$ cat config.mk
export PLATFORM = sky130hd
export DESIGN_NAME = mag_sq_prescale
export DESIGN_NICKNAME = d
export VERILOG_FILES = /design/src/rtl/mag_sq_prescale.sv
export SDC_FILE = /design/constraint.sdc
export NUM_CORES = 1
export LEC_CHECK = 0
export CAP_MARGIN = 20
export CORE_MARGIN = 4
export CORE_UTILIZATION = 35
export CTS_BUF_LIST = sky130_fd_sc_hd__clkbuf_8
export CTS_CLUSTER_DIAMETER = 50
export DETAILED_ROUTE_END_ITERATION = 7
export SLEW_MARGIN = 20
export SYNTH_ARGS = -nofsm -noshare
export SYNTH_HDL_FRONTEND = slang
export SYNTH_SLANG_ARGS = --single-unit
$ cat constraint.sdc
create_clock -name CLK -period 6.4 [get_ports CLK]
set_input_delay 0.64 -clock CLK [delete_from_list [all_inputs] [get_ports CLK]]
set_output_delay 0.64 -clock CLK [all_outputs]
set_load 0.01 [all_outputs]
$ cat src/rtl/mag_sq_prescale.sv
// Power |I|^2+|Q|^2 normalised by an even right-shift into the sqrt stage's 8-bit operand range.
// Define MAG_SQ_ROUND_EN for round-to-nearest on the normalising shift (truncation otherwise).
module mag_sq_prescale #(
    parameter int IN_W  = 8,
    parameter int OUT_W = 8,
    parameter int SH_W  = 3
) (
    input  logic             CLK,
    input  logic             RST,
    input  logic             CE,
    input  logic             VALID_IN,
    input  logic [IN_W-1:0]  I_IN,
    input  logic [IN_W-1:0]  Q_IN,
    output logic [OUT_W-1:0] X_OUT,
    output logic [SH_W-1:0]  SHIFT_OUT,
    output logic             VALID_OUT
);

    localparam int SQ_W  = 2*IN_W - 1;
    localparam int P_W   = 2*IN_W;
    localparam int MAX_H = (P_W > OUT_W) ? (P_W - OUT_W + 1) / 2 : 0;
    localparam logic [P_W-1:0] X_MAX_P = P_W'((1 << OUT_W) - 1);
    localparam logic [P_W:0]   X_MAX_E = (P_W+1)'((1 << OUT_W) - 1);

    // Smallest h such that p >> 2h fits in OUT_W bits; scanning downward leaves the smallest.
    function automatic logic [SH_W-1:0] half_shift(input logic [P_W-1:0] p);
        logic [SH_W-1:0] h;
        h = '0;
        for (int j = MAX_H; j >= 0; j--) begin
            if ((p >> (2*j)) <= X_MAX_P) h = SH_W'(j);
        end
        return h;
    endfunction

    function automatic logic [OUT_W-1:0] scale(input logic [P_W-1:0] p, input logic [SH_W-1:0] h);
        logic [P_W:0] ext;
        logic [P_W:0] r;
        ext = {1'b0, p};
`ifdef MAG_SQ_ROUND_EN
        if (h != '0) ext = ext + ((P_W+1)'(1) << (2*h - 1));
`endif
        r = ext >> (2*h);
        return (r > X_MAX_E) ? OUT_W'(X_MAX_E) : r[OUT_W-1:0];
    endfunction

    logic signed [IN_W-1:0] i_s, q_s;
    logic signed [P_W-1:0]  ii_full, qq_full;
    logic [SH_W-1:0]        sh_sel;

    logic [SQ_W-1:0]  ii_p1_d, ii_p1_q, qq_p1_d, qq_p1_q;
    logic             vld_p1_d, vld_p1_q;
    logic [P_W-1:0]   p_p2_d, p_p2_q;
    logic             vld_p2_d, vld_p2_q;
    logic [OUT_W-1:0] x_p3_d, x_p3_q;
    logic [SH_W-1:0]  sh_p3_d, sh_p3_q;
    logic             vld_p3_d, vld_p3_q;

    always_comb begin
        i_s      = I_IN;
        q_s      = Q_IN;
        ii_full  = i_s * i_s;
        qq_full  = q_s * q_s;
        sh_sel   = half_shift(p_p2_q);
        ii_p1_d  = ii_p1_q;
        qq_p1_d  = qq_p1_q;
        vld_p1_d = vld_p1_q;
        p_p2_d   = p_p2_q;
        vld_p2_d = vld_p2_q;
        x_p3_d   = x_p3_q;
        sh_p3_d  = sh_p3_q;
        vld_p3_d = vld_p3_q;
        if (CE) begin
            // Stage 1: per-component squares
            ii_p1_d  = SQ_W'(ii_full);
            qq_p1_d  = SQ_W'(qq_full);
            vld_p1_d = VALID_IN;
            // Stage 2: power sum
            p_p2_d   = P_W'(ii_p1_q) + P_W'(qq_p1_q);
            vld_p2_d = vld_p1_q;
            // Stage 3: even-shift normalisation
            x_p3_d   = scale(p_p2_q, sh_sel);
            sh_p3_d  = sh_sel;
            vld_p3_d = vld_p2_q;
        end
    end

    always_ff @(posedge CLK or negedge RST) begin
        if (!RST) begin
            ii_p1_q  <= '0;
            qq_p1_q  <= '0;
            vld_p1_q <= 1'b0;
            p_p2_q   <= '0;
            vld_p2_q <= 1'b0;
            x_p3_q   <= '0;
            sh_p3_q  <= '0;
            vld_p3_q <= 1'b0;
        end else begin
            ii_p1_q  <= ii_p1_d;
            qq_p1_q  <= qq_p1_d;
            vld_p1_q <= vld_p1_d;
            p_p2_q   <= p_p2_d;
            vld_p2_q <= vld_p2_d;
            x_p3_q   <= x_p3_d;
            sh_p3_q  <= sh_p3_d;
            vld_p3_q <= vld_p3_d;
        end
    end

    assign X_OUT     = x_p3_q;
    assign SHIFT_OUT = sh_p3_q;
    assign VALID_OUT = vld_p3_q;

endmodule

==> flow_summary.toml, run 1 <==
[status]
status = "complete, no violations"

[synthesis]
ys_top_cells_by_count = "144 x inv_1, 82 x fa_1, 62 x ha_1"
yosysUniqueCellTypes = 55
synth_top_area_share_pct = 23.70
muxShareOfSynthArea_pct = 8.019
ys.flop_type = "dfrtp_1"
async_flop_share_pct = 100.0
synth.most_common_cell = "inv_1"
synthAdderAreaFrac_pct = 34.89
yosys-top-cells-area = "fa_1 24%, dfrtp_1 21%, ha_1 11%, inv_1 7.8%, mux2_2 5.9%"
synth_compound_area_share_pct = 9.843
synth-simple-area-share_pct = 11.70
ys_seq_area_share_pct = 20.95
avgSynthCellArea_um2 = 9.703
synth_xor_area_share_pct = 5.310
postSynthCellCount = 714
syn_nets = 878
syn-cell-area_um2 = 6928
ys.warnings.count = 0
synth_top_family_by_area = "adder cells"
ys_seq_elements = 58
yosys.area.top_type = "fa_1"
synth-edff-count = 0

[place]
numPortBuffers = 31
gp_congestion = 0.7724
place_area_um2 = 7472
hpwl_um = 9981

[power]
power_density_nw_per_um2 = 418.9
leakagePower_nw = 3.713
max-vdd-ir-drop_mv = 0.1566

[clock_network]
cts_buffers = 9
cts.sinks = 58
hold_buffers = 0
postCtsSetupBuffers = 0
cts_root_buffer = "clkbuf_8"
cts_tree = "yes"
htree_levels = 3
ctsLongestPathBuffers = 2
clkLatencyLatePin_ns = 0.34
path_clk_slew_ns = 0.07
cts_resized = 0

[worst_setup_path]
r2r_start = "ii_p1_q[3]$_DFFE_PN0P_"
cp_slowest_stage_delay_ns = 0.68
startpoint_type = "primary input"
crit_arrival_ns = 5.45
reg2regPathDepth = 7
crit_start = "I_IN[3]"
critPathMostFrequentCell = "inv_1"
crit_fanout = 8
endpoint_kind = "flip-flop"
path_cells = "clkdlybuf4s50_1, inv_1, nor2_1, inv_1, fa_1, inv_1, fa_1, fa_1, inv_1, fa_1, inv_1, ha_1, or4_1, o21ai_0, mux2i_1, a2111o_1"
worstPathRequired_ns = 6.62
slowest_stage = "clkdlybuf4s50_1"
crit_type = "in2reg"

[sta]
slew_viol_final = 0
timing.fmax_ghz = 0.1914
fin_crit_ns = 5.224
tightest_slew_ns = 0.7994
setup_viol = 0
rsz0062_at_grt = "no"
timing.final.crit_share_pct = 81.63
skew_ns = 0.009048
tns_ns = 0
slew_headroom_pct = 46.65
hold_viol_final = 0

[floorplan]
core_um2 = 19460
die_area_um2 = 22110
num_io_pins = 32
die_y_um = 148.7
row_count = 51
initial_core_util_pct = 35.60
fp.dieW_um = 148.7

[final_layout]
fin_area_um2 = 7642
num-nets-final = 902
insertedDiodeCount = 0
area_growth_syn_to_layout_pct = 10.31
multiInputGateArea_um2 = 4833
fill_cells = 1952
drive_gt1_share_pct = 9.434
regArea_um2 = 1451

[routing]
routed_wl_um = 12280
vias_per_cell = 4.671
drtPass1Iterations = 4
route.detailed.drc = 0
ant_nets = 0
first_iter_violations = 160
route.vias.total = 4704
wire_per_inst_um = 12.20

[global_routing]
gr-usage-all-layers_pct = 12.00
grt_antenna_before_repair = 0
grt_max_degree = 67
grt_pass1_vias = 4790
grt_pass1_wl_um = 22140
grt_overflow_total = 0

[hold_path]
hold_class = "in2async"

[job]
max-cap-violations = 0
metrics by stage:
stage               hold WS (ns)  total power [W]  std cells  setup WS [ns]  utilization (%)
floorplan                 0.3444         0.002455        714          1.595                -
global placement          0.4611         0.002917        992         0.8568            38.39
detailed placement        0.4715         0.002930        992         0.7603            38.39
CTS                       0.4731         0.003246       1007          1.120            39.27
global route              0.5001         0.003585       1007         0.8718            39.27
finish                    0.4415         0.003201       1007          1.176            39.27
state kept, by name, summed over array words and instances (netlist names):
| name | flops |
|---|---|
| SHIFT_OUT | 3 |
| VALID_OUT | 1 |
| X_OUT | 8 |
| ii_p1_q | 14 |
| p_p2_q | 16 |
| qq_p1_q | 14 |
| vld_p1_q | 1 |
| vld_p2_q | 1 |
where the power goes:
part	switching [W]	total, W	internal (W)
combinational	0.00113	0.00225	0.00112
clock	0.000140	0.000296	0.000156
sequential	0.000125	0.000658	0.000533
kinds of logic after synthesis:
kind of cell,after synthesis
buf+inv,164
fa+ha+maj,144
mux,51
simple gates,158
compound gates,97
xor+xnor,42
flops,58
placed cells by master, fill, tap and decap left out, drive strengths merged, types with 3 or more instances in the layout:
| cell | Yosys | layout |
|---|---|---|
| nand2 | 40 | 40 |
| inv | 144 | 145 |
| mux2 | 36 | 36 |
| nor2 | 36 | 36 |
| o21a | 9 | 9 |
| clkbuf | 18 | 11 |
| a21o | 8 | 8 |
| a31o | 5 | 5 |
| nand3 | 3 | 3 |
| nand2b | 6 | 6 |
| o2111ai | 3 | 3 |
| xnor2 | 38 | 38 |
| ha | 62 | 62 |
| clkinv | 0 | 3 |
| fa | 82 | 82 |
| a211o | 3 | 3 |
| dfrtp | 58 | 58 |
| a21oi | 22 | 22 |
| and2 | 29 | 29 |
| a211oi | 5 | 5 |
| or2 | 6 | 6 |
| clkdlybuf4s50 | 0 | 29 |
| o21ai | 19 | 19 |
| and3 | 4 | 4 |
| nor3b | 3 | 3 |
| xor2 | 4 | 4 |
| nand3b | 5 | 5 |
| mux2i | 15 | 15 |
| buf | 2 | 4 |
| a31oi | 5 | 5 |
| nor2b | 12 | 12 |
| nor3 | 7 | 7 |
worst max-delay path: cells and delay by family:
kind	cells	cell delay [ns]
multiplexers	1	0.11
AND/OR/NAND/NOR	2	0.68
buffers and inverters	6	1.07
adder cells (fa/ha/maj)	5	2.32
AO/OA/AOI/OAI	2	0.62
per-layer routing:
layer	routed length, um	vias to the layer above	GRT usage, %
met5	0	-	0
met4	92	0	2.494
met3	271	10	1.188
met2	6047	45	20.64
met1	5872	2304	16.53
li1	-	2345	-
area by class of cell:
class                           instances  share of cell area [%]
Tap cell                              265                   4.339
Sequential cell                        58                   18.99
Clock buffer                           11                   1.981
Inverter                              144                   7.073
Clock inverter                          4                  0.2456
Timing Repair Buffer                   33                   4.126
Multi-Input combinational cell        492                   63.24
path summary, 6_finish.rpt:
kind                                            end  slack, ns
hold reg to reg            SHIFT_OUT[2]$_DFFE_PN0P_       0.48
min in group CLK           SHIFT_OUT[2]$_DFFE_PN0P_       0.48
setup / recovery            ii_p1_q[13]$_DFFE_PN0P_       1.18
setup reg to reg             p_p2_q[12]$_DFFE_PN0P_       3.85
hold / removal               ii_p1_q[6]$_DFFE_PN0P_       0.44
max in group asynchronous    qq_p1_q[6]$_DFFE_PN0P_       5.48
No activity file was read; power rests on OpenSTA's default activity.
==> run 2: changes to the inputs <==
clock period = 5.3 ns   (was 6.4 ns; I/O delays follow)
==> run 2 against run 1 <==
Critical path depth did not move. Wire length rose by 2.5%. Die area stayed put. Clock power up 29%. First-iteration DRC count rose by 30%. Count of clock-buffer cells in the layout rose by 2. Via count grew 1.1%. Critical path type unchanged.
==> flow_summary.toml, run 2 (synthesized netlist as in run 1, its figures left out) <==
[status]
status = "complete, no violations"

[place]
hpwl_um = 10460
gp_congestion = 0.8088
numPortBuffers = 31

[routing]
vias_per_cell = 4.630
ant_nets = 0
wire_per_inst_um = 12.26
first_iter_violations = 208
route.vias.total = 4755
drtPass1Iterations = 4
routed_wl_um = 12590
route.detailed.drc = 0

[worst_setup_path]
endpoint = "ii_p1_q[13]$_DFFE_PN0P_"
path_depth = 16
crit_fanout = 9
worstPathRequired_ns = 5.52
critPathMostFrequentCell = "inv_1"
crit_start = "I_IN[6]"
startpoint_type = "primary input"
cp_slowest_stage_delay_ns = 0.67
worst-path-buf-inv = 6
crit_family = "adder cells"
reg2regPathDepth = 7
endpoint_kind = "flip-flop"
crit_type = "in2reg"
reg2reg_to = "p_p2_q[12]$_DFFE_PN0P_"
path_cells = "clkdlybuf4s50_1, inv_1, nor2_1, inv_1, fa_1, inv_1, fa_1, fa_1, inv_1, fa_1, inv_1, ha_1, or4_1, o21ai_0, mux2i_1, a2111o_1"
r2r_start = "ii_p1_q[3]$_DFFE_PN0P_"
crit_arrival_ns = 5.11
rrSetupSlack_ns = 2.74
slowest_stage = "clkdlybuf4s50_1"

[global_routing]
grt_pass1_vias = 4970
gr-usage-all-layers_pct = 12.31
grt_pass1_wl_um = 22820
grt_overflow_total = 0
grt_antenna_before_repair = 0
grt_max_degree = 59

[power]
combPwrFrac_pct = 70.0
switching_power_w = 0.001699
internal-power_w = 0.002225
max-vdd-ir-drop_mv = 0.1664
switching_share_pct = 43.30
finalPower_w = 0.003925
leakagePower_nw = 3.817
power_density_nw_per_um2 = 502.4
p_clk_share_pct = 9.8
pwr-share-seq_pct = 20.2

[sta]
setup_viol = 0
tns_ns = 0
timing.fmax_ghz = 0.2042
slew_viol_final = 0
tightest_slew_ns = 0.8083
rsz0062_at_grt = "no"
timing.final.crit_share_pct = 92.41
skew_ns = 0.006807
fin_crit_ns = 4.898
hold_viol_final = 0
slew_headroom_pct = 45.92

[clock_network]
cts_buffers = 9
ctsLongestPathBuffers = 2
cts.sinks = 58
cts_root_buffer = "clkbuf_8"
cts_resized = 0
path_clk_slew_ns = 0.06
postCtsSetupBuffers = 0
cts_tree = "yes"
hold_buffers = 0
htree_levels = 3
clkLatencyLatePin_ns = 0.34

[final_layout]
fin_util_pct = 40.14
final_common_cell = "inv_1"
num-nets-final = 922
largest_reg_flops = 16
regArea_um2 = 1451
multiInputGateArea_um2 = 4833
insertedDiodeCount = 0
largest-register = "p_p2_q"
area_growth_syn_to_layout_pct = 12.75
layout_common_cells = "144 x inv_1, 82 x fa_1, 62 x ha_1, 58 x dfrtp_1, 39 x nand2_1"
fill_cells = 1922
drive_gt1_share_pct = 11.94
reg.largest.list = "p_p2_q: 16 flops, ii_p1_q: 14 flops, qq_p1_q: 14 flops"

[floorplan]
fp.dieW_um = 148.7
row_count = 51
num_io_pins = 32
core_um2 = 19460
initial_core_util_pct = 35.60
die_area_um2 = 22110
die_y_um = 148.7

[job]
max-cap-violations = 0

[hold_path]
hold_class = "in2async"
run 2: through the flow:
step	area (um2)	std cells	worst slack, ns	hold slack (ns)
detailed placement	7622	1012	0.02561	0.4663
floorplan	6928	714	0.6049	0.2344
global route	7811	1027	0.07804	0.3908
finish	7811	1027	0.4020	0.3325
global placement	7622	1012	0.1147	0.4600
CTS	7811	1027	0.3877	0.3645
run 2: worst min path at each step:
stage	startpoint	to	slack [ns]	depth (start not counted)
final	RST	VALID_OUT$_DFFE_PN0P_	0.33	2
after global routing	RST	X_OUT[2]$_DFFE_PN0P_	0.39	2
after CTS	RST	VALID_OUT$_DFFE_PN0P_	0.36	2
after detailed placement	SHIFT_OUT[2]$_DFFE_PN0P_	SHIFT_OUT[2]$_DFFE_PN0P_	0.47	1
after global placement	SHIFT_OUT[2]$_DFFE_PN0P_	SHIFT_OUT[2]$_DFFE_PN0P_	0.46	1
after floorplan	RST	SHIFT_OUT[0]$_DFFE_PN0P_	0.23	0
run 2: area by class of cell:
type	count	share of cell area (%)
Clock buffer	13	2.291
Clock inverter	2	0.1281
Inverter	144	6.920
Multi-Input combinational cell	492	61.88
Sequential cell	58	18.58
Tap cell	265	4.245
Timing Repair Buffer	53	5.959
run 2: power groups by stage:
stage	logic (W)	clock network, W	registers, W
2_1_floorplan	0.00219	0	0.000771
3_3_place_gp	0.00274	0	0.000801
3_5_place_dp	0.00277	0	0.000803
4_1_cts	0.00279	0.000395	0.000796
5_1_grt	0.00316	0.000418	0.000821
6_report	0.00275	0.000383	0.000793
run 2: routing by layer:
layer  global-route usage [%]  share of wire, %  wire length (um)  up-vias
met5                        0                 0                 0        -
met4                    2.032               1.0               127        0
met3                    2.072               2.5               312       14
met2                    20.80                48              6055       54
met1                    16.95                48              6091     2308
li1                         -                 -                 -     2379
==> run 3: changes to the inputs <==
==> constraint.sdc (replaced) <==
create_clock -name CLK -period 5.3 [get_ports CLK]
set_input_delay 1.06 -clock CLK [delete_from_list [all_inputs] [get_ports CLK]]
set_output_delay 1.06 -clock CLK [all_outputs]
set_load 0.01 [all_outputs]
==> run 3 against run 2 <==
Sequential power grew 0.5%. Core utilization grew 3.3 points. Non-clock buffer count grew 75. Clock skew is essentially flat. Register-to-register slack gained 0.04 ns. Worst hold slack gained 0.16 ns. First-iteration DRC count shrank 15%. Via count grew 6.1%. Die area is the same. Wire length grew 4.5%. Clock power grew 9.7%. Combinational power grew 15%.
==> flow_summary.toml, run 3 (synthesized netlist as in run 1, its figures left out) <==
[power]
max-vdd-ir-drop_mv = 0.2156
switching_share_pct = 41.31
internal-power_w = 0.002560
switching_power_w = 0.001802
p_clk_share_pct = 9.6
leakagePower_nw = 4.253
pwr-share-seq_pct = 18.3
power_density_nw_per_um2 = 516.5
finalPower_w = 0.004361
combPwrFrac_pct = 72.1

[clock_network]
hold_buffers = 0
cts_tree = "yes"
cts.sinks = 58
cts_buffers = 9
cts_root_buffer = "clkbuf_8"
clkLatencyLatePin_ns = 0.35
htree_levels = 3
ctsLongestPathBuffers = 2
path_clk_slew_ns = 0.06

[worst_setup_path]
crit_arrival_ns = 5.34
crit_fanout = 3
crit_type = "in2reg"
endpoint_kind = "flip-flop"
startpoint_type = "primary input"
worstPathRequired_ns = 5.53

[final_layout]
num-nets-final = 997
layout_common_cells = "145 x inv_1, 97 x buf_4, 82 x fa_1, 62 x ha_1, 58 x dfrtp_1"
fill_cells = 1916
insertedDiodeCount = 0
area_growth_syn_to_layout_pct = 21.89
fin_area_um2 = 8444
largest_reg_flops = 16
drive_gt1_share_pct = 20.91
final_common_cell = "inv_1"
reg.largest.list = "p_p2_q: 16 flops, ii_p1_q: 14 flops, qq_p1_q: 14 flops"
largest-register = "p_p2_q"

[global_routing]
gr-usage-all-layers_pct = 12.95
grt_pass1_vias = 5180
grt_overflow_total = 0
grt_antenna_before_repair = 0
grt_max_degree = 66
grt_pass1_wl_um = 23890

[sta]
tightest_slew_ns = 0.8051
slew_viol_final = 0
hold_viol_final = 0
fin_crit_ns = 5.115
hold_slack_ns = 0.4955
timing.fmax_ghz = 0.1955
skew_ns = 0.006863
slew_headroom_pct = 46.27
setup_viol = 0
timing.final.crit_share_pct = 96.52

[floorplan]
die_y_um = 148.7
row_count = 51
die_area_um2 = 22110
fp.dieW_um = 148.7
core_um2 = 19460
initial_core_util_pct = 35.60
num_io_pins = 32

[routing]
route.detailed.drc = 0
top_layer_used = "met4"
wl_met1_um = 6345
route.vias.total = 5044
met3WireLength_um = 354
ant_nets = 0
first_iter_violations = 177
met2_length_um = 6326
drtPass1Iterations = 4
routed_wl_um = 13160
wire_per_inst_um = 11.94
vias_per_cell = 4.577

[place]
place_area_um2 = 8185
hpwl_um = 10910
gp_congestion = 0.8023
numPortBuffers = 31

[status]
status = "complete, no violations"

[job]
max-cap-violations = 0

[hold_path]
hold_class = "reg2reg"
-- run 3: metal layers --
metal  up-vias  track usage, %
met4         0           2.818
met3         9           1.828
met5         -               0
met2        40           21.50
li1       2533               -
met1      2462           18.10
-- run 3: area by class of cell --
cell class                      instances  area [um2]  area share (%)
Tap cell                              265       331.6           3.927
Inverter                              144       540.5           6.401
Timing Repair Buffer                  128        1041           12.33
Sequential cell                        58        1451           17.19
Clock inverter                          3       38.79          0.4593
Multi-Input combinational cell        492        4876           57.74
Clock buffer                           12       165.2           1.956
-- run 3: critical path, cell delays in order --
cell             delay (ns)
clkdlybuf4s50_1        0.51
and2_1                 0.16
inv_1                  0.06
fa_1                   0.49
inv_1                  0.05
fa_1                   0.50
fa_1                   0.54
inv_1                  0.05
fa_1                   0.53
inv_1                  0.04
ha_1                   0.19
or4_1                  0.54
o21ai_2                0.15
mux2i_1                0.09
a2111o_1               0.38
-- run 3: power groups by stage --
stage               Combinational, W  Clock (W)  Sequential [W]
CTS                          0.00314   0.000431        0.000798
global placement             0.00307          0        0.000801
detailed placement           0.00311          0        0.000806
floorplan                    0.00219          0        0.000771
finish                       0.00315   0.000420        0.000797
global route                 0.00359   0.000455        0.000824
-- run 3: stage by stage --
step | TNS [ns] | cells | setup slack (ns) | utilization, %
2_1_floorplan | 0 | 714 | 0.07495 | -
3_3_place_gp | -2.441 | 1087 | -0.3628 | 42.06
3_5_place_dp | -2.874 | 1087 | -0.4283 | 42.06
4_1_cts | 0 | 1102 | 0.004379 | 43.12
5_1_grt | -0.06595 | 1102 | -0.06595 | 43.39
6_report | 0 | 1102 | 0.1846 | 43.39
-- run 3: worst paths after layout --
path	from	to	slack, ns	cells after the start
min	X_OUT[3]$_DFFE_PN0P_	X_OUT[3]$_DFFE_PN0P_	0.50	2
min in group asynchronous	RST	ii_p1_q[0]$_DFFE_PN0P_	0.86	2
max in group asynchronous	RST	qq_p1_q[10]$_DFFE_PN0P_	3.94	2
max	Q_IN[6]	qq_p1_q[13]$_DFFE_PN0P_	0.18	15
min reg2reg	X_OUT[3]$_DFFE_PN0P_	X_OUT[3]$_DFFE_PN0P_	0.50	2
max reg2reg	ii_p1_q[3]$_DFFE_PN0P_	p_p2_q[12]$_DFFE_PN0P_	2.78	7
-- run 3: timing repair --
action,in CTS,in global routing
buffers inserted,0,0
pin swaps,0,1
setup endpoints to repair,3,10
resized for setup,4,18
